## config.mk

```make
export PLATFORM = sky130hd
export DESIGN_NAME = stack
export DESIGN_NICKNAME = d
export VERILOG_FILES = /design/src/rtl/stack.sv
export SDC_FILE = /design/constraint.sdc
export NUM_CORES = 1
export LEC_CHECK = 0
export CAP_MARGIN = 20
export CORE_MARGIN = 2
export CORE_UTILIZATION = 50
export CTS_CLUSTER_SIZE = 30
export DETAILED_ROUTE_END_ITERATION = 10
export GPL_TIMING_DRIVEN = 0
export PLACE_DENSITY = 0.77
export SLEW_MARGIN = 20
export SYNTH_ARGS = -nofsm -noshare
export SYNTH_HDL_FRONTEND = slang
export SYNTH_SLANG_ARGS = --single-unit
```

## constraint.sdc

```tcl
create_clock -name clk -period 2.77 [get_ports clk]
set_input_delay 0.554 -clock clk [delete_from_list [all_inputs] [get_ports clk]]
set_output_delay 0.554 -clock clk [all_outputs]
set_load 0.05 [all_outputs]
```

## src/rtl/stack.sv

```systemverilog
// Synchronous LIFO operand stack with a directly visible top-of-stack word.
// One op (none/push/pop/replace) per clock, with per-op underflow/overflow reporting.
module stack #(
    parameter int WIDTH = 8,
    parameter int DEPTH = 1
) (
    input  logic             clk,
    input  logic             reset,
    input  logic [1:0]       op,
    input  logic [WIDTH-1:0] data,
    output logic [WIDTH-1:0] tos,
    output logic [1:0]       status,
    output logic [1:0]       error
);
    localparam int MAX = (1 << (DEPTH + 1)) - 1;
    localparam int CW  = DEPTH + 2;
    localparam int AW  = DEPTH + 1;

    localparam logic [1:0] OP_NONE    = 2'b00;
    localparam logic [1:0] OP_PUSH    = 2'b01;
    localparam logic [1:0] OP_POP     = 2'b10;
    localparam logic [1:0] OP_REPLACE = 2'b11;

    localparam logic [1:0] ST_NONE  = 2'b00;
    localparam logic [1:0] ST_EMPTY = 2'b01;
    localparam logic [1:0] ST_FULL  = 2'b10;

    localparam logic [1:0] ER_NONE      = 2'b00;
    localparam logic [1:0] ER_UNDERFLOW = 2'b01;
    localparam logic [1:0] ER_OVERFLOW  = 2'b10;

    // Initializers give an EMPTY stack at power-on even before reset is applied.
    logic [CW-1:0]    r_count = '0;
    logic [1:0]       r_error = ER_NONE;
    logic [WIDTH-1:0] r_mem [MAX];

    logic             w_empty;
    logic             w_full;
    logic [CW-1:0]    w_cnt_m1;
    logic             w_wr_en;
    logic [AW-1:0]    w_wr_idx;

    assign w_empty  = (r_count == '0);
    assign w_full   = (r_count == CW'(MAX));
    assign w_cnt_m1 = r_count - CW'(1);

    always_comb begin
        w_wr_en  = 1'b0;
        w_wr_idx = r_count[AW-1:0];
        if (!reset) begin
            if (op == OP_PUSH && !w_full) begin
                w_wr_en  = 1'b1;
                w_wr_idx = r_count[AW-1:0];
            end else if (op == OP_REPLACE && !w_empty) begin
                w_wr_en  = 1'b1;
                w_wr_idx = w_cnt_m1[AW-1:0];
            end
        end
    end

    // Storage is not cleared by reset; entries above the count are unreachable.
    always_ff @(posedge clk) begin
        if (w_wr_en) begin
            r_mem[w_wr_idx] <= data;
        end
    end

    always_ff @(posedge clk or posedge reset) begin
        if (reset) begin
            r_count <= '0;
            r_error <= ER_NONE;
        end else begin
            case (op)
                OP_PUSH: begin
                    if (w_full) begin
                        r_error <= ER_OVERFLOW;
                    end else begin
                        r_count <= r_count + CW'(1);
                        r_error <= ER_NONE;
                    end
                end
                OP_POP: begin
                    if (w_empty) begin
                        r_error <= ER_UNDERFLOW;
                    end else begin
                        r_count <= w_cnt_m1;
                        r_error <= ER_NONE;
                    end
                end
                OP_REPLACE: begin
                    r_error <= w_empty ? ER_UNDERFLOW : ER_NONE;
                end
                default: begin
                    r_error <= ER_NONE;
                end
            endcase
        end
    end

    assign tos    = w_empty ? '0 : r_mem[w_cnt_m1[AW-1:0]];
    assign status = w_empty ? ST_EMPTY : (w_full ? ST_FULL : ST_NONE);
    assign error  = r_error;

endmodule

```

==> metrics.csv <==
metric;value;unit
nets@finish;144;
antenna viol nets, final;0;
Setup crit end kind;output pin;
TritonCTS Buffers;5;
slew margin rel.;48.94;%
die area;3067;µm²
Die H;55.38;µm
maximum clock rate;384.8;MHz
Setup Crit Path Kind;flip-flop to output pin;
Non-Filler Instances;158;
CP arrival;2.04;ns
Final Max Slew Viols;0;
Tot GR Track Use;18.83;%
fin area;1652;µm²
RSZ-0062 raised after global routing;false;
Rows;18;
clock sinks;29;
Routed WL per cell;16.35;µm
core area;2500;µm²
Cell variety after synth;28;
WHS;0.5299;ns
first-pass GRT wire length;4374;µm
Synth Instances;98;
# diodes;0;
Vias/cell;5.570;
Total Wirelength;2583;µm
Port Buffers;23;
Netlist Area Pre-Place;1320;µm²
io pins;24;
Layout area overhead;25.12;%
# DRC;0;
Avg Cell Area, Syn;13.47;µm²
final hold viol count;0;
Longest Clk Path Bufs;2;
dpl cells;151;
Worst Hold Class;primary input to asynchronous set/reset pin;
layout cells sized above 1;26.56;%
GPL Wtd Cong;0.7725;
Post-DP HPWL;1794;µm
Initial Utilization;52.80;%
htree depth;2;
CTS root buffer;clkbuf_4;
CTS Hold Bufs;0;
Worst EP required;2.22;ns
vias in the first global route;983;
Seq/Total Area, Yosys;64.08;%
CTS tree;built;
DIE WIDTH;55.38;µm
Final min period;2.599;ns
Final Cycle Share;93.81;%
r2r worst-path depth;8;
flops & latches, synth;29;
Final setup viols;0;
clock skew;0.007497;ns
placed cell areas;1628;µm²
grt ovf;0;
DR pass1 iterations;4;
Worst-Margin Slew;0.7630;ns
max cap viols;0;
antenna violations before repair;0;
Worst setup SP type;flip-flop;
fill count;209;
Post-Syn Nets;114;
clock slew at reported path FFs;0.09;ns
drt first-iter violations;21;
largest net degree at the start of global routing;11;
Worst-Skew Late Latency;0.31;ns
status;complete, no violations;
largest fanout on the critical path;10;
yosys warns;0;
via count;880;
==> synth_stat cells <==
library cell	count	area, µm²
ha_1	4	50.05
a311oi_1	1	8.760
nor2b_4	1	13.76
and2_1	2	12.51
nor3b_1	1	7.510
dfrtp_1	5	125.1
a21oi_2	1	8.760
a31oi_1	1	6.260
a211oi_1	8	60.06
nand2b_1	2	12.51
nor2b_1	1	6.260
clkbuf_2	1	5.000
or3_1	2	12.51
nor2_1	11	41.29
a21oi_1	5	25.02
buf_4	2	15.01
nand2_1	1	3.750
o21bai_1	1	7.510
inv_2	1	3.750
edfxtp_1	24	720.7
nand3_1	2	10.01
mux2i_1	8	80.08
xnor2_1	2	17.52
nand3b_1	2	15.01
nand2b_4	1	13.76
and3_4	1	11.26
clkbuf_1	2	7.510
inv_1	5	18.77
==> layout by cell type (no fill, tap or decap), types with 3 or more instances in the layout <==
master and instances:
buf_4 4, clkdlybuf4s50_1 13, a21oi_1 3, mux2i_1 8
a21oi_2 3, nor2_1 11, inv_1 5, dfrtp_1 5
edfxtp_1 24, a211oi_2 8, ha_1 4, clkbuf_4 9
buf_2 4
==> sequential cells by signal, indices dropped and copies added (netlist names) <==
| name | flops |
|---|---|
| error | 2 |
| r_count | 3 |
| r_mem | 24 |
==> cells by family (layout without fill, tap and decap cells) <==
family                   Yosys count  in the layout  share of synthesized area, %
AO/OA/AOI/OAI                     17             17                         8.816
XOR/XNOR                           2              2                         1.327
adder cells (fa/ha/maj)            4              4                         3.792
buffers and inverters             11             41                         3.791
flip-flops                        29             29                         64.08
multiplexers                       8              8                         6.067
AND/OR/NAND/NOR                   27             27                         12.13
==> layout make-up <==
class                   instances  area (µm²)  area share (%)
inverters                       6       22.52           1.364
clock buffers                   6       41.29           2.500
flip-flops and latches         29       845.8           51.21
clock inverters                 1       3.754          0.2273
multi-input cells              58       471.7           28.56
repair buffers                 23       196.4           11.89
plain buffers                   5       32.53           1.970
well taps                      30       37.54           2.273
==> what timing repair did <==
action                     CTS  global route
gates resized for setup     40            18
cloned                       0             0
setup buffers                0             0
setup endpoints to repair   18            25
==> worst paths after layout <==
check,start,slack [ns],end
worst min-delay path,reset,0.53,r_count[2]
worst max-delay path,r_count[0],0.17,tos[5]
worst max register to register,r_count[0],0.20,r_mem[0][6]
worst min register to register,r_count[2],0.60,r_count[2]
max in group asynchronous,reset,2.06,r_count[1]
min in group clk,r_count[2],0.60,r_count[2]
==> worst max-delay path, stage by stage, from the launching register on <==
cell and delay (ns):
dfrtp_1 0.37, clkbuf_2 0.17, inv_1 0.11, ha_1 0.32
clkbuf_4 0.21, nor2_1 0.07, a211oi_2 0.19, buf_2 0.29
==> layer usage <==
metal | vias up | GRT usage (%) | part of all wire, %
li1 | 416 | - | -
met1 | 432 | 21.74 | 42
met2 | 26 | 30.61 | 52
met3 | 6 | 6.557 | 4.5
met4 | 0 | 10.10 | 1.6
met5 | - | 0 | 0
==> stage by stage <==
stage / setup TNS [ns] / util, % / worst slack [ns]
finish: 0 / 66.07 / 0.1714
global route: 0 / 66.07 / 0.001597
CTS: 0 / 66.07 / 0.00009459
detailed placement: -3.158 / 65.12 / -0.2931
global placement: -2.407 / 65.12 / -0.2510
floorplan: 0 / - / 0.2854
Power is left out: the tool's default activity adds up to more than one toggle a clock period on the data nets, which glitch-free logic cannot reach.
==> variant, RTL diff (same settings) <==
Add an input register stage for `op` and `data`, with the module's reset; this delays them by one clock.
--- a/src/rtl/stack.sv
+++ b/src/rtl/stack.sv
@@ -31,2 +31,15 @@
 
+    logic [1:0] op_q;
+    logic [WIDTH-1:0] data_q;
+
+    always_ff @(posedge clk or posedge reset) begin
+        if (reset) begin
+            op_q   <= '0;
+            data_q <= '0;
+        end else begin
+            op_q   <= op;
+            data_q <= data;
+        end
+    end
+
     // Initializers give an EMPTY stack at power-on even before reset is applied.
@@ -50,6 +63,6 @@
         if (!reset) begin
-            if (op == OP_PUSH && !w_full) begin
+            if (op_q == OP_PUSH && !w_full) begin
                 w_wr_en  = 1'b1;
                 w_wr_idx = r_count[AW-1:0];
-            end else if (op == OP_REPLACE && !w_empty) begin
+            end else if (op_q == OP_REPLACE && !w_empty) begin
                 w_wr_en  = 1'b1;
@@ -63,3 +76,3 @@
         if (w_wr_en) begin
-            r_mem[w_wr_idx] <= data;
+            r_mem[w_wr_idx] <= data_q;
         end
@@ -72,3 +85,3 @@
         end else begin
-            case (op)
+            case (op_q)
                 OP_PUSH: begin
Check against the original RTL: not equivalent (Yosys sat finds a counterexample within 4 cycles, from zero or initial values and one cycle with reset high).
==> variant against the unedited design <==
Final area up 17%. Routed wire length up 6.3%. Area after synthesis up 19%. Synthesized cell count up 11%. Worst setup slack worse by 38 ps. Register-to-register slack worse by 30 ps. Sequential cell count up 10. Critical path depth down 1. Via count up 8.4%. Count of clock-buffer cells in the layout up 1. Utilization down 2.2 points. Hold slack worse by 51 ps.
Power is left out: the tool's default activity adds up to more than one toggle a clock period on the data nets, which glitch-free logic cannot reach.
==> variant: results (changes against the unedited design) <==
Clock tree
  – Post-CTS setup buffer count: 0 (unchanged)
  – CTS Root Cell: clkbuf_4 (unchanged)
  – Post-CTS sizing: 41 (was 40)
  – TritonCTS Buffers: 5 (unchanged)
  – Clock Latency Late Sink: 320 ps
  – H-tree depth: 2 (unchanged)
  – Worst-path clk slew: 110 ps (was 90 ps)
  – Clock Tree Buf Depth: 2 (unchanged)

STA
  – Headroom to the max-slew limit: 0.361 (was 0.489)
  – Worst Skew: 5.74 ps (was 7.50 ps)

Placement
  – Detailed Place HPWL: 1830 um (was 1790 um)
  – # port buffers: 23 (unchanged)
  – Placed insts: 176 (was 151)
  – RePlAce Congestion: 0.741 (was 0.773)
  – Post-DP Area: 0.00190 mm^2 (was 0.00163 mm^2)

Status
  – Status: finished clean (unchanged)

Critical path
  – CP top delay family: buffers and inverters (unchanged)
  – Worst setup endpoint: tos[7] (was tos[5])
  – Reg-to-reg endpoint: r_mem[1][6]$_DFFE_PP_ (was r_mem[0][6]$_DFFE_PP_)
  – Slowest stage delay, CP: 360 ps
  – Worst Path Arrival: 2080 ps (was 2040 ps)
  – Slowest stage cell on the critical path: dfrtp_1 (unchanged)
  – R2R setup slack: 170 ps (was 200 ps)
  – Critical path origin: r_count[0]$_DFFE_PP0P_ (unchanged)
  – Worst Reg-to-Reg Cells: 7 (was 8)
  – Worst Path Max Fanout: 10 (unchanged)

Synth
  – Post-synth EDFFs: 24 (unchanged)
  – Seq/Total Area, Yosys: 0.697 (was 0.641)
  – Dominant cells by area after synthesis: edfxtp_1, dfrtp_1, mux2i_1, a211oi_1, ha_1 (unchanged)
  – Ys Warns: 0 (unchanged)
  – Mapped Avg Cell Area: 14.4 um^2 (was 13.5 um^2)
  – Cell variety after synth: 28 (unchanged)
  – Most frequent cell after synthesis: edfxtp_1 (unchanged)
  – Post-synth ARST share: 0.385 (was 0.172)
  – Post-Syn Nets: 125 (was 114)
  – Commonest cells in the synthesized netlist: edfxtp_1, dfrtp_1, nor2_1 (was edfxtp_1, nor2_1, a211oi_1, mux2i_1)

Drt
  – TritonRoute pass-1 iters: 4 (unchanged)
  – DR WL/cell: 14.9 um (was 16.3 um)
  – Detailed Route Iter0 Violations: 29 (was 21)
  – Via/cell ratio: 5.18 (was 5.57)
  – Vias: 954 (was 880)

Global routing
  – First-pass GRT wire length: 4360 um (was 4370 um)
  – Antenna violations before repair: 0 (unchanged)
  – Largest net degree at the start of global routing: 16 (was 11)
  – Number of global-route vias before repair: 968 (was 983)
  – GRT Resource Usage Total: 0.176 (was 0.188)

Finish
  – Share of post-route cells with drive strength above 1: 0.243 (was 0.266)
  – Nets: 155 (was 144)
  – Core Util, Final: 0.638 (was 0.661)
  – Antenna cells: 0 (unchanged)
  – Biggest regs: r_mem (24), data_q (8), r_count (3)

Min path
  – Hold WC Path Type: reg -> reg (was in -> async)
  – Hold path startpoint: data_q[6]$_DFF_PP0_
  – Hold-critical path depth: 0
  – Hold Path End: r_mem[0][6]$_DFFE_PP_
[variant: metrics by stage]
stage                     TNS [ps]  setup WS [ps]  hold slack (ps)
after floorplan                  0            285              438
after global routing             0          0.680              490
after CTS                        0          0.228              484
after global placement       -1950           -276              441
after detailed placement     -2540           -337              459
final                            0            133              479
[variant: cell families (layout without fill, tap and decap cells)]
kind of cell,count (synthesis),in the layout,share of synthesized area
XOR/XNOR,2,2,0.0111
adder cells (fa/ha/maj),4,4,0.0318
multiplexers,8,8,0.0510
AND/OR/NAND/NOR,27,27,0.100
AO/OA/AOI/OAI,17,17,0.0740
buffers and inverters,12,43,0.0342
flip-flops,39,39,0.697
[variant: metal layers]
metal | vias to the layer above | wire, um | track usage | share of wire
li1 | 452 | - | - | -
met4 | 0 | 31 | 0.0794 | 0.011
met5 | - | 0 | 0 | 0
met2 | 25 | 1500 | 0.293 | 0.54
met3 | 4 | 98 | 0.0411 | 0.036
met1 | 473 | 1120 | 0.215 | 0.41
[variant: cell type report]
| type | instances | area (um^2) |
|---|---|---|
| plain buffers | 5 | 32.5 |
| clock buffers | 7 | 45.0 |
| clock inverters | 1 | 30.0 |
| fillers | 238 | 1090 |
| inverters | 7 | 26.3 |
| multi-input cells | 58 | 462 |
| flip-flops and latches | 39 | 1100 |
| well taps | 44 | 55.1 |
| repair buffers | 23 | 186 |
[variant: worst reg2reg max path: stages, from the launching register on]
cell,delay [ps]
dfrtp_1,400
clkbuf_2,160
inv_1,130
ha_1,210
nand2b_4,80
and3_4,190
or3_1,300
a21oi_1,770
